### config.mk
export PLATFORM = sky130hd
export DESIGN_NAME = sap_ram
export DESIGN_NICKNAME = d
export VERILOG_FILES = /design/src/rtl/sap_ram_pkg.sv /design/src/rtl/sap_mar.sv /design/src/rtl/sap_ram.sv
export SDC_FILE = /design/constraint.sdc
export NUM_CORES = 1
export LEC_CHECK = 0
export CORE_ASPECT_RATIO = 0.5
export CORE_MARGIN = 3
export CORE_UTILIZATION = 35
export DETAILED_ROUTE_END_ITERATION = 8
export HOLD_SLACK_MARGIN = 0.06
export PLACE_DENSITY_LB_ADDON = 0.08
export SETUP_SLACK_MARGIN = 0.05
export SYNTH_ARGS = -nofsm -noshare
export SYNTH_HDL_FRONTEND = slang
export SYNTH_SLANG_ARGS = --single-unit
### constraint.sdc
create_clock -name clk -period 2.25 [get_ports clk]
set_clock_uncertainty 0.05 [all_clocks]
set_input_delay 0.225 -clock clk [delete_from_list [all_inputs] [get_ports clk]]
set_output_delay 0.225 -clock clk [all_outputs]
set_load 0.02 [all_outputs]
### src/rtl/sap_ram_pkg.sv
// Shared widths, types and helpers for the SAP-1 style 16 x 8 RAM and its address register.
package sap_ram_pkg;

  localparam int ADDR_W = 4;
  localparam int DATA_W = 8;
  localparam int DEPTH  = 16;

  typedef logic [ADDR_W-1:0] addr_t;
  typedef logic [DATA_W-1:0] word_t;

  localparam addr_t ADDR_ZERO = {ADDR_W{1'b0}};
  localparam word_t WORD_ZERO = {DATA_W{1'b0}};

  // Manual strobe is active-low, run-mode request is active-high; either one writes.
  function automatic logic write_request(input logic write_enable_n, input logic control);
    return (~write_enable_n) | control;
  endfunction

endpackage : sap_ram_pkg

### src/rtl/sap_mar.sv
// Memory address register: source mux, synchronous clear and active-low load.
module sap_mar
  import sap_ram_pkg::*;
(
  input  logic  clk_i,
  input  logic  clear_i,
  input  logic  load_n_i,
  input  logic  sel_dip_i,
  input  addr_t dip_addr_i,
  input  addr_t bus_addr_i,
  output addr_t mar_o
);

  addr_t mar_q;
  addr_t mar_d;
  addr_t src_addr;

  // Address source select and next-state; clear wins over load.
  always_comb begin
    src_addr = bus_addr_i;
    mar_d    = mar_q;
    if (sel_dip_i) begin
      src_addr = dip_addr_i;
    end else begin
      src_addr = bus_addr_i;
    end
    if (clear_i) begin
      mar_d = ADDR_ZERO;
    end else if (!load_n_i) begin
      mar_d = src_addr;
    end else begin
      mar_d = mar_q;
    end
  end

  // MAR register.
  always_ff @(posedge clk_i) begin
    mar_q <= mar_d;
  end

  assign mar_o = mar_q;

endmodule : sap_mar

### src/rtl/sap_ram.sv
// 16 x 8 SAP RAM: MAR sub-module, write-data mux, storage array and gated combinational read.
// Optional build macro SAP_RAM_CLEAR_ON_RESET_EN zeroes the whole array whenever clear_addr_reg is high.
module sap_ram
  import sap_ram_pkg::*;
(
  input  logic              clk,
  input  logic              clear_addr_reg,
  input  logic [DATA_W-1:0] dipswitch_data,
  input  logic [ADDR_W-1:0] dipswitch_addr,
  input  logic [DATA_W-1:0] bus_in,
  input  logic              addr_button,
  input  logic              prog_mode,
  input  logic              load_addr_reg,
  input  logic              write_enable,
  input  logic              control_signal,
  input  logic              output_enable,
  output logic [DATA_W-1:0] bus_out
);

  addr_t mar;
  word_t wr_data;
  logic  wr_en;

  // Contents read as zero from power-up; reset never touches them unless the clear macro is set.
  word_t mem_q [DEPTH] = '{default: WORD_ZERO};

  sap_mar u_mar (
    .clk_i      (clk),
    .clear_i    (clear_addr_reg),
    .load_n_i   (load_addr_reg),
    .sel_dip_i  (addr_button),
    .dip_addr_i (dipswitch_addr),
    .bus_addr_i (bus_in[ADDR_W-1:0]),
    .mar_o      (mar)
  );

  // Write request decode and data source select.
  always_comb begin
    wr_en   = write_request(write_enable, control_signal);
    wr_data = dipswitch_data;
    if (prog_mode) begin
      wr_data = bus_in;
    end else begin
      wr_data = dipswitch_data;
    end
  end

  // Storage array; writes always use the MAR value held before the edge.
`ifdef SAP_RAM_CLEAR_ON_RESET_EN
  always_ff @(posedge clk) begin
    if (clear_addr_reg) begin
      for (int i = 0; i < DEPTH; i++) begin
        mem_q[i] <= WORD_ZERO;
      end
    end else if (wr_en) begin
      mem_q[mar] <= wr_data;
    end
  end
`else
  always_ff @(posedge clk) begin
    if (wr_en) begin
      mem_q[mar] <= wr_data;
    end
  end
`endif

  // Read is combinational so a write is visible right after its edge.
  always_comb begin
    bus_out = WORD_ZERO;
    if (output_enable) begin
      bus_out = WORD_ZERO;
    end else begin
      bus_out = mem_q[mar];
    end
  end

endmodule : sap_ram

==> out/qor.txt, run 1 <==
Worst Setup Slack, final = 0.0475 ns
Yosys top cell area share = 69.8%
Yosys reg bits = 136
Worst-path clk slew = 0.06 ns
Max Fclk = 454 MHz
vias in the first global route = 3198
post-route ant nets = 0
# Max-Cap Violations = 0
worst-skew pair later-pin latency = 0.40 ns
area leader, netlist = edfxtp_1
Worst R2R Start = u_mar.mar_o[0]
CTS Hold Bufs = 0
P&R area growth vs syn = 30.5%
Comb pwr share = 9.5%
Avg Synthesized Cell Area = 17.0 um^2
YS warnings = 0
die area = 17400 um^2
dpl hpwl = 9.09 mm
Starting Density = 36.8%
Worst setup EP type = primary output
WP depth = 7
CP endpoint = bus_out[3]
unrepaired setup endpoints after global routing = yes
Crit-path slowest cell = dfxtp_4
mux cell area share after synthesis = 14.4%
dominant synthesized flop cell = edfxtp_1
worst hold path startpoint = clear_addr_reg
clock sinks = 136
GRT Util Overall = 16.5%
Hold Slack = 0.437 ns
Synth Cell Area = 5500 um^2
Place WS = -0.322 ns
Tmin final = 2.20 ns
Distinct cells, synth = 33
# H-tree levels = 4
DIE HEIGHT = 94.7 um
CTS tree = done
Final Max Tran Viols = 0
CP top delay family = buffers and inverters
Hold Path Class = in -> reg
pin slew with the least headroom to its limit = 0.476 ns
Ports = 36
post-route clock period utilization = 97.9%
sequential power share = 46.4%
Post-Synth Adder-Cell Area = 0%
async set or reset register ratio after synthesis = 0%
final instance area = 7180 um^2
Placed Area = 6230 um^2
number of synthesized flops with an enable pin = 128
main combinational cell family by area after synthesis = multiplexers
slew margin rel. = 68.2%
Clk pwr share = 44.1%
Compound-Gate Fraction of Synth Area = 4.91%
DRC errors left = 0
worst r2r path cells = 3
Synthesized Nets = 352
post-synthesis sequential area ratio = 72.8%
placed cell count = 569
Sw Share = 21.9%
largest stage delay on the critical path = 0.40 ns
Iter 0 DRT Violations = 285
largest net degree at the start of global routing = 17
Critical Path RT = 1.98 ns
final setup vio count = 0
critical path cell sequence = buf_12 -> buf_4 -> mux2i_1 -> a22oi_2 -> nand2_1 -> o22ai_1 -> buf_4
# rows = 31
Int Pwr = 4.84 mW
Root Driver = clkbuf_16
initial antenna violation count = 0
crit-path most repeated cell = buf_4
Cells after Synth = 324
DR vias/cell = 5.02
reg-to-reg endpoint = mem_q[5][6]
total grt overflow = 0
post-route setup TNS = 0 ns
critical setup path kind = reg -> out
crit path max fanout = 6
number of port buffers = 35
drt pass-1 iters = 5
via count = 3075
final number of hold-violating endpoints = 0
DIE WIDTH = 183 um
critical path arrival = 1.93 ns
Worst IR Drop VDD = 0.510 mV
outcome = completed
Reg2Reg Setup Slack = 0.66 ns
GP Congestion = 0.792
Synth Area in Simple Gates = 5.57%
first-pass GRT wire length = 19.9 mm
power per cell area = 863 nW/um^2
ANT cells = 0
DR WL/cell = 22.1 um
Synth Area in XOR/XNOR = 0%
Area contributors post-synth = edfxtp_1 (70%), mux2i_1 (9.3%), dfxtp_1 (2.9%), mux4_1 (2.9%), a22oi_1 (2.3%)
Longest Clk Path Bufs = 2
net count reported at finish = 431
Switching Power = 1.36 mW
crit path launch type = flip-flop
Cell Count, Final, Fillers Out = 612
Critical path buffers and inverters = 3
Routed WL = 13.5 mm
Core Area = 14900 um^2
total CTS buffers = 17
Leak = 2.39 nW
layout cells sized above 1 = 32.6%
==> registers in the layout (all words and copies together), names as in the netlist, named ones only <==
register / count
mem_q: 128
u_mar.mar_o: 4
==> synthesized netlist by cell type (all sizes together) (5+ instances only) <==
cell type / number
edfxtp: 128
mux2i: 51
nor2: 24
a22oi: 17
nand2: 15
buf: 10
mux2: 9
dfxtp: 8
nor2b: 8
clkbuf: 7
mux4: 7
nand3: 7
o22ai: 5
==> placed cells by master (no fill, tap or decap), drive strengths merged, types with 4 or more instances in the layout <==
cell,instances
mux4,7
a22oi,17
nand3,7
clkinv,5
mux2i,51
dfxtp,8
nand2b,4
nor2,24
nand2,15
clkdlybuf4s50,27
buf,49
nor2b,8
edfxtp,128
a221oi,4
mux2,9
a21oi,4
o22ai,5
o21ai,4
nor3,4
clkbuf,18
clkinvlp,4
==> metal layers <==
| metal | global-route usage [%] | share of wire (%) | routed length (um) |
|---|---|---|---|
| met5 | 0 | 0 | 0 |
| met2 | 24.6 | 45 | 6050 |
| met3 | 4.27 | 4.3 | 576 |
| met1 | 23.5 | 50 | 6840 |
| met4 | 5.83 | 0.66 | 89 |
==> power by group through the flow <==
stage          Clock (mW)  Sequential, mW  Combinational, mW
4_1_cts              2.77            2.87              0.545
3_3_place_gp            0            2.92              0.498
5_1_grt              2.90            2.88              0.631
6_report             2.73            2.87              0.591
3_5_place_dp            0            2.92              0.499
2_1_floorplan           0            2.91              0.284
==> metrics by stage <==
stage                     total power [mW]  utilization [%]
after floorplan                       3.20                -
after global placement                3.42             41.7
after detailed placement              3.42             41.7
after CTS                             6.18             47.0
after global routing                  6.41             48.1
final                                 6.20             48.1
==> repair_timing <==
action,CTS,global route
setup buffers,9,2
cloned,1,1
pin swaps,14,14
endpoints found under the setup margin,8,8
resized for setup,73,28
==> final cells by class <==
| type | instances | area [um^2] |
|---|---|---|
| multi-input cells | 170 | 1540 |
| fillers | 1239 | 7750 |
| repair buffers | 77 | 798 |
| flip-flops and latches | 136 | 4010 |
| clock inverters | 13 | 156 |
| well taps | 198 | 248 |
| clock buffers | 17 | 425 |
| inverters | 1 | 3.75 |
==> worst min path at each step <==
stage               slack [ns]              to  cells after the start
floorplan                 0.26       flip-flop                      1
global placement          0.56  u_mar.mar_o[2]                      2
detailed placement        0.55       flip-flop                      2
CTS                       0.42       flip-flop                      2
global route              0.43       flip-flop                      2
finish                    0.44       flip-flop                      2
==> kinds of logic after synthesis <==
family / Yosys count
buffers and inverters: 18
flip-flops: 136
multiplexers: 67
AND/OR/NAND/NOR: 65
AO/OA/AOI/OAI: 38
(Power assumes the default switching activity.)
==> run 2: changes to the inputs <==
--- a/config.mk
+++ b/config.mk
@@ -5,6 +5,7 @@
 export SDC_FILE = /design/constraint.sdc
 export NUM_CORES = 1
 export LEC_CHECK = 0
+export CAP_MARGIN = 20
 export CORE_ASPECT_RATIO = 0.5
 export CORE_MARGIN = 3
 export CORE_UTILIZATION = 35
==> constraint.sdc (replaced) <==
create_clock -name clk -period 2 [get_ports clk]
set_clock_uncertainty 0.05 [all_clocks]
set_input_delay 0.2 -clock clk [delete_from_list [all_inputs] [get_ports clk]]
set_output_delay 0.2 -clock clk [all_outputs]
set_load 0.05 [all_outputs]
==> run 2 against run 1 <==
The run now ends with setup timing left. Critical path depth is 2 lower. Via count fell by 0.36%. Total power rose by 14%. Global-route usage shrank 1.2 points. Sequential power is 13% higher. Sequential share of layout area is 0.43 points higher. First-iteration DRC count fell by 20%. Flip-flop and latch count unchanged. Worst hold slack worse by 0.038 ns.
==> out/qor.txt, run 2 (same netlist as run 1, synthesis figures left out) <==
unrepaired setup endpoints after global routing = yes (unchanged)
pin slew with the least headroom to its limit = 0.405 ns (was 0.476 ns)
total grt overflow = 0 (unchanged)
Reg with most FFs = mem_q (unchanged)
post-layout util = 47.7% (was 48.1%)
post-route setup TNS = -1.23 ns (was 0 ns)
power per cell area = 988 nW/um^2 (was 863 nW/um^2)
Longest Clk Path Bufs = 2 (unchanged)
post-route ant nets = 0 (unchanged)
slew margin rel. = 72.9% (was 68.2%)
post-route clock period utilization = 111%
# Max-Cap Violations = 0 (unchanged)
DR vias/cell = 5.06 (was 5.02)
crit path max fanout = 5 (was 6)
via count = 3064 (was 3075)
Iter 0 DRT Violations = 227 (was 285)
layout cells sized above 1 = 31.1% (was 32.6%)
max reg flops = 128 (unchanged)
Worst setup EP type = primary output (unchanged)
Final Max Tran Viols = 0 (unchanged)
initial antenna violation count = 0 (unchanged)
Worst Setup Slack, final = -0.230 ns (was 0.0475 ns)
clock sinks = 136 (unchanged)
final setup vio count = 8 (was 0)
number of port buffers = 35 (unchanged)
Critical Path RT = 1.75 ns (was 1.98 ns)
Tmin final = 2.23 ns
outcome = complete, but fails checks (was completed)
Ports = 36 (unchanged)
Place WS = -0.0768 ns (was -0.322 ns)
dpl hpwl = 8.72 mm (was 9.09 mm)
total CTS buffers = 17 (unchanged)
Crit-path slowest cell = mux4_2 (was dfxtp_4)
Worst IR Drop VDD = 0.504 mV (was 0.510 mV)
final number of hold-violating endpoints = 0 (unchanged)
Routed WL = 12.8 mm (was 13.5 mm)
failing checks = setup timing
Hold Slack = 0.399 ns (was 0.437 ns)
Power, Total = 7.04 mW (was 6.20 mW)
first-pass GRT wire length = 18.6 mm (was 19.9 mm)
Core Area = 14900 um^2 (unchanged)
Worst-path clk slew = 0.06 ns (about the same)
Starting Density = 36.8% (unchanged)
commonest non-fill, non-tap cells in the layout = edfxtp_1 (128), mux2i_1 (44), buf_4 (28), clkdlybuf4s50_1 (27), nor2_1 (23) (was edfxtp_1 (128), mux2i_1 (45), buf_4 (33), clkdlybuf4s50_1 (27), nor2_1 (23))
GRT Util Overall = 15.3% (was 16.5%)
vias in the first global route = 3008 (was 3198)
net count reported at finish = 424 (was 431)
P&R area growth vs syn = 29.5% (was 30.5%)
die area = 17400 um^2 (unchanged)
DIE HEIGHT = 94.7 um (unchanged)
GP Congestion = 0.811 (was 0.792)
CTS tree = done (unchanged)
drt pass-1 iters = 4 (was 5)
commonest non-fill, non-tap cell in the layout = edfxtp_1 (unchanged)
ANT cells = 0 (unchanged)
DR WL/cell = 21.1 um (was 22.1 um)
Root Driver = clkbuf_16 (unchanged)
largest net degree at the start of global routing = 21 (was 17)
critical setup path kind = reg -> out (unchanged)
critical path arrival = 1.98 ns (was 1.93 ns)
DRC errors left = 0 (unchanged)
Max Fclk = 449 MHz
largest stage delay on the critical path = 0.51 ns (was 0.40 ns)
critical path cell sequence = buf_6 -> mux4_2 -> mux2i_2 -> o31ai_4 -> clkbuf_16 (was buf_12 -> buf_4 -> mux2i_1 -> a22oi_2 -> nand2_1 -> o22ai_1 -> buf_4)
# rows = 31 (unchanged)
CTS Hold Bufs = 0 (unchanged)
# H-tree levels = 4 (unchanged)
Hold Path Class = in -> reg (unchanged)
crit path launch type = flip-flop (unchanged)
DIE WIDTH = 183 um (unchanged)
Leak = 2.36 nW (was 2.39 nW)
worst-skew pair later-pin latency = 0.41 ns (was 0.40 ns)
## run 2: worst max-delay path, delay by kind of cell, from the launching register on
| kind | cells | cell delay, ns |
|---|---|---|
| mux | 2 | 0.75 |
| buf+inv | 2 | 0.31 |
| flops | 1 | 0.40 |
| compound gates | 1 | 0.10 |
## run 2: path summary, 6_finish.rpt
path | start | end | slack, ns | cells past startpoint
min | clear_addr_reg | flip-flop | 0.40 | 2
min reg2reg | u_mar.mar_o[3] | flip-flop | 0.57 | 2
max reg2reg | u_mar.mar_o[3] | mem_q[0][5] | 0.51 | 3
max | flip-flop | bus_out[2] | -0.23 | 5
## run 2: area by class of cell
type	count	area (um^2)
clock buffers	18	429
clock inverters	13	154
fillers	1252	7810
inverters	1	3.75
multi-input cells	170	1510
flip-flops and latches	136	4010
well taps	198	248
repair buffers	70	767
## run 2: report_power, final
group          switching [mW]  internal [mW]
logic                   0.403          0.324
registers              0.0337           3.20
clock network            1.13           1.94
## run 2: per-stage QoR
stage	cells	cell area [um^2]
after CTS	605	7040
after detailed placement	571	6340
after global routing	606	7120
after floorplan	324	5530
after global placement	571	6340
final	606	7120
## run 2: repair_timing
action,in CTS,in global routing
pin swaps,13,9
endpoints found under the setup margin,8,8
setup buffers,2,1
resized for setup,24,22
cloned,1,0
## run 2: metal layers
layer / vias up / GRT usage (%) / share of wire, %
met5: - / 0 / 0
met4: 0 / 5.64 / 0.61
met3: 6 / 4.04 / 8.4
met2: 79 / 22.6 / 45
met1: 1560 / 21.9 / 46
li1: 1419 / - / -
